==> src/rtl/vec_arb_pkg.sv <==
// Shared types and helpers for the vector-unit arbiters.
package vec_arb_pkg;

    typedef enum logic [0:0] {
        ARB_IDLE  = 1'b0,
        ARB_GRANT = 1'b1
    } arb_state_e;

    // Index width that never collapses to zero bits (WIDTH==1 still needs a port).
    function automatic int clog2_min1(input int n);
        return (n > 2) ? $clog2(n) : 1;
    endfunction

endpackage

==> src/rtl/rr_pick.sv <==
// Combinational round-robin pick: lowest request at or above ptr, else lowest overall.
module rr_pick
    import vec_arb_pkg::*;
#(
    parameter int WIDTH = 4,
    parameter int IDX_W = clog2_min1(WIDTH)
) (
    input  logic [WIDTH-1:0] req,
    input  logic [IDX_W-1:0] ptr,
    output logic [WIDTH-1:0] pick,
    output logic [IDX_W-1:0] pick_idx
);

    logic [WIDTH-1:0] mask;
    logic [WIDTH-1:0] masked;
    logic [WIDTH-1:0] sel;
    logic             found;

    always_comb begin
        mask = '0;
        for (int i = 0; i < WIDTH; i++) begin
            mask[i] = (i >= int'(ptr));
        end
        masked = req & mask;
        // Nothing at/above the pointer: wrap around to plain static priority.
        sel = (|masked) ? masked : req;
    end

    always_comb begin
        pick     = '0;
        pick_idx = '0;
        found    = 1'b0;
        for (int i = 0; i < WIDTH; i++) begin
            if (sel[i] && !found) begin
                pick[i]  = 1'b1;
                pick_idx = IDX_W'(i);
                found    = 1'b1;
            end
        end
    end

endmodule

==> src/rtl/rr_arbiter.sv <==
// Round-robin arbiter with registered one-hot grant held until valid/ready handshake.
// Optional binary grant index output enabled by RR_ARB_GNT_IDX_EN.
module rr_arbiter
    import vec_arb_pkg::*;
#(
    parameter int WIDTH = 4,
    parameter int IDX_W = clog2_min1(WIDTH)
) (
    input  logic             clk_i,
    input  logic             rst_ni,
    input  logic [WIDTH-1:0] req_i,
    input  logic             ready_i,
    output logic [WIDTH-1:0] gnt_o,
    output logic             valid_o
`ifdef RR_ARB_GNT_IDX_EN
   ,output logic [IDX_W-1:0] gnt_idx_o
`endif
);

    arb_state_e       state;
    logic [WIDTH-1:0] gnt_q;
    logic [IDX_W-1:0] idx_q;
    logic [IDX_W-1:0] ptr_q;
    logic             valid_q;

    logic [IDX_W-1:0] ptr_nxt;
    logic [IDX_W-1:0] pick_ptr;
    logic [WIDTH-1:0] pick;
    logic [IDX_W-1:0] pick_idx;
    logic             any_req;
    logic             handshake;

    assign any_req   = |req_i;
    assign handshake = (state == ARB_GRANT) && ready_i;

    always_comb begin
        ptr_nxt = (idx_q == IDX_W'(WIDTH - 1)) ? '0 : idx_q + IDX_W'(1);
        // Back-to-back re-grant must already see the rotated pointer.
        pick_ptr = (state == ARB_GRANT) ? ptr_nxt : ptr_q;
    end

    rr_pick #(
        .WIDTH (WIDTH),
        .IDX_W (IDX_W)
    ) u_pick (
        .req      (req_i),
        .ptr      (pick_ptr),
        .pick     (pick),
        .pick_idx (pick_idx)
    );

    always_ff @(posedge clk_i or negedge rst_ni) begin
        if (!rst_ni) begin
            state   <= ARB_IDLE;
            gnt_q   <= '0;
            idx_q   <= '0;
            ptr_q   <= '0;
            valid_q <= 1'b0;
        end else begin
            case (state)
                ARB_IDLE: begin
                    if (any_req) begin
                        gnt_q   <= pick;
                        idx_q   <= pick_idx;
                        valid_q <= 1'b1;
                        state   <= ARB_GRANT;
                    end
                end
                ARB_GRANT: begin
                    if (handshake) begin
                        ptr_q <= ptr_nxt;
                        if (any_req) begin
                            gnt_q   <= pick;
                            idx_q   <= pick_idx;
                            valid_q <= 1'b1;
                        end else begin
                            gnt_q   <= '0;
                            idx_q   <= '0;
                            valid_q <= 1'b0;
                            state   <= ARB_IDLE;
                        end
                    end
                end
                default: begin
                    gnt_q   <= '0;
                    idx_q   <= '0;
                    valid_q <= 1'b0;
                    state   <= ARB_IDLE;
                end
            endcase
        end
    end

    assign gnt_o   = gnt_q;
    assign valid_o = valid_q;
`ifdef RR_ARB_GNT_IDX_EN
    assign gnt_idx_o = idx_q;
`endif

endmodule
==> config.mk <==
export PLATFORM = sky130hd
export DESIGN_NAME = rr_arbiter
export DESIGN_NICKNAME = d
export VERILOG_FILES = /design/src/rtl/vec_arb_pkg.sv /design/src/rtl/rr_pick.sv /design/src/rtl/rr_arbiter.sv
export SDC_FILE = /design/constraint.sdc
export NUM_CORES = 1
export LEC_CHECK = 0
export BUFFER_PORTS_ARGS = -buffer_cell sky130_fd_sc_hd__buf_2
export CAP_MARGIN = 20
export CORE_AREA = 2 2 39 41
export DETAILED_ROUTE_END_ITERATION = 12
export DIE_AREA = 0 0 41 43
export PLACE_DENSITY = 0.76
export RECOVER_POWER = 25
export SLEW_MARGIN = 15
export SYNTH_ARGS = -nofsm -noshare
export SYNTH_HDL_FRONTEND = slang
export SYNTH_HIERARCHICAL = 1
export SYNTH_SLANG_ARGS = --single-unit
==> constraint.sdc <==
create_clock -name clk_i -period 5 [get_ports clk_i]
set_input_delay 1 -clock clk_i [delete_from_list [all_inputs] [get_ports clk_i]]
set_output_delay 1 -clock clk_i [all_outputs]
set_load 0.02 [all_outputs]
==> flow_summary.json <==
{
  "tritoncts": "yes",
  "synth.top_cells.by_area": "sky130_fd_sc_hd__dfrtp_1, sky130_fd_sc_hd__mux2i_1, sky130_fd_sc_hd__mux2_2",
  "netlist.area_leader.share": 0.3521,
  "post_cts_hold_buffer_count": 0,
  "areaGrowthSynthToFinish_pct": 9.683,
  "port_buffer_cells": 11,
  "clock-skew-final_ns": 0.003025,
  "antenna_found_initial": 0,
  "core.rowCount": 14,
  "pleak_nw": 0.3814,
  "fillerInstances": 134,
  "floorplan.initialDensity": 0.5136,
  "synth_common_cells": "sky130_fd_sc_hd__dfrtp_1, sky130_fd_sc_hd__inv_1, sky130_fd_sc_hd__mux2i_1, sky130_fd_sc_hd__nand2_1, sky130_fd_sc_hd__nor2_1",
  "globalRoute.totalOverflow": 0,
  "grt_pass1_wl_mm": 2.104,
  "dp.final_hpwl_um": 912.2,
  "clk_root_buffer_cell": "sky130_fd_sc_hd__clkbuf_4",
  "die_area_sq_um": 1763,
  "syn-num-nets": 80,
  "outcome": "completed",
  "total_power_mw": 0.3467,
  "critPathMaxFanout": 12,
  "post_synth_instance_area_sq_um": 710.7,
  "num_vias": 523,
  "setup_total_negative_slack_ns": 0,
  "die_h_um": 43,
  "num_io_pins": 12,
  "design.core.area_sq_um": 1384,
  "drc_errors": 0,
  "synth_warnings": 6,
  "clock_tree.htree_level_count": 1,
  "setup_viol": 0,
  "syn_inst": 72,
  "finish.utilization": 0.5633,
  "sequential_share_of_the_synthesized_area": 0.3521,
  "worst-endpoint-arrival_ns": 2.04,
  "route.detailed.wl_per_inst_um": 12.21,
  "synth-async-reset-ratio": 1.000,
  "ys.flop_type": "sky130_fd_sc_hd__dfrtp_1",
  "insertion_delay_ns": 0.26,
  "yosysUniqueCellTypes": 28,
  "layout.nets": 92,
  "diode_insertion_count_for_antenna_repair": 0,
  "library_cell_with_the_largest_summed_area_after_synthesis": "sky130_fd_sc_hd__dfrtp_1",
  "peakVddDrop_v": 0.0001761,
  "setup.worst_path.start_class": "flip-flop",
  "drtPass1Iterations": 3,
  "synth_area_per_cell_sq_um": 9.871,
  "clock_sinks": 10,
  "clock_path_buffers": 2,
  "worstMarginPinSlew_ns": 0.5157,
  "grt_max_degree": 13,
  "max-slew-margin-rel": 0.6562,
  "synth_edf_count": 0,
  "grt_pass1_vias": 487,
  "critical_path.endpoint_type": "flip-flop",
  "critical_path_class": "reg2reg",
  "post_cts.repair.setup_buffers": 0,
  "cts_inserted_buffers": 3,
  "grt_util_all_layers": 0.1766,
  "drtAntennaViolNets": 0,
  "worst_ep_required_time_ns": 5.18,
  "rsz_0062_raised_after_global_routing": "no",
  "die_width_um": 41,
  "drt-initial-drc-count": 8,
  "final_layout_size_suffix_gt1_frac": 0.3373,
  "hold_path_class": "reg2reg",
  "timing.final.crit_share": 0.3714,
  "post_drt_via_cell_ratio": 5.283,
  "post_cts.resized_instances": 0,
  "max_freq_mhz": 538.5,
  "final.hold.worst_slack_ns": 0.4775,
  "power_density_of_the_placed_cells_nw_per_um2": 444.8,
  "yosys_register_bits": 10,
  "clk_pin_slew_ns": 0.07,
  "final-max-slew-violation-count": 0,
  "layout_min_cycle_time_ns": 1.857,
  "timing.max_cap.violations": 0,
  "timing.final.hold_violations": 0,
  "weighted_congestion_reported_at_the_end_of_routability_driven_placement": 0.7239,
  "wirelength_mm": 1.209
}
## layout by cell type, fill, tap and decap left out, types with 2 or more instances in the layout
master	n
sky130_fd_sc_hd__o21ai_0	3
sky130_fd_sc_hd__nor2_1	5
sky130_fd_sc_hd__a21oi_1	4
sky130_fd_sc_hd__o221a_2	2
sky130_fd_sc_hd__clkbuf_4	3
sky130_fd_sc_hd__inv_1	10
sky130_fd_sc_hd__mux2i_1	7
sky130_fd_sc_hd__buf_2	10
sky130_fd_sc_hd__nand2_1	6
sky130_fd_sc_hd__a21boi_0	2
sky130_fd_sc_hd__mux2_2	4
sky130_fd_sc_hd__dfrtp_1	10
## cells by family (layout without fill, tap and decap cells)
| family | after synthesis | in the layout | share of synthesized area |
|---|---|---|---|
| compound gates | 20 | 20 | 0.2271 |
| simple gates | 15 | 15 | 0.1250 |
| buf+inv | 15 | 26 | 0.1162 |
| mux | 11 | 11 | 0.1620 |
| flops | 10 | 10 | 0.3521 |
| fa+ha+maj | 1 | 1 | 0.01760 |
## layout make-up
cell class	instances	area, sq um	share of cell area
flip-flops and latches	10	250.2	0.3210
repair buffers	11	53.80	0.06902
clock buffers	4	36.28	0.04655
multi-input cells	47	377.9	0.4848
inverters	11	41.29	0.05297
well taps	16	20.02	0.02568
## sequential cells by signal (all words and copies together), names as in the netlist
| register | count |
|---|---|
| ptr_q | 2 |
| valid_o | 1 |
| idx_q | 2 |
| state | 1 |
| gnt_o | 4 |
## path summary, 6_finish.rpt
check	from	cells past startpoint	end	slack, ns
max in group asynchronous	rst_ni	1	gnt_o[2]	3.97
min in group asynchronous	rst_ni	1	ptr_q[0]	0.68
worst min register to register	valid_o	1	valid_o	0.48
worst max-delay path	idx_q[0]	7	gnt_o[2]	3.14
worst max register to register	idx_q[0]	7	gnt_o[2]	3.14
worst min-delay path	valid_o	1	valid_o	0.48
## stage by stage
stage,setup WS [ns],cell area [sq um],cells
finish,3.143,779.5,99
floorplan,3.274,710.7,72
global route,2.981,779.5,99
global placement,3.086,744.5,95
detailed placement,3.061,744.5,95
CTS,3.145,780.7,99
## power breakdown
group,internal (mW),switching (mW)
logic,0.0716,0.0896
clock network,0.0441,0.0264
registers,0.103,0.0121
## worst max-delay path, cell delays in order (launching register included)
cell	delay, ns
sky130_fd_sc_hd__dfrtp_1	0.41
sky130_fd_sc_hd__ha_1	0.31
sky130_fd_sc_hd__mux2_2	0.38
sky130_fd_sc_hd__and2b_2	0.24
sky130_fd_sc_hd__o21bai_1	0.05
sky130_fd_sc_hd__a21boi_0	0.21
sky130_fd_sc_hd__inv_1	0.07
sky130_fd_sc_hd__mux2i_1	0.12
## per-layer routing
metal / part of all wire / track usage / up-vias
met3: 0.021 / 0.03141 / 2
met5: 0 / 0 / -
met2: 0.51 / 0.2688 / 9
li1: - / - / 267
met4: 0.018 / 0.1000 / 0
met1: 0.45 / 0.2233 / 245
(Power assumes the default switching activity.)
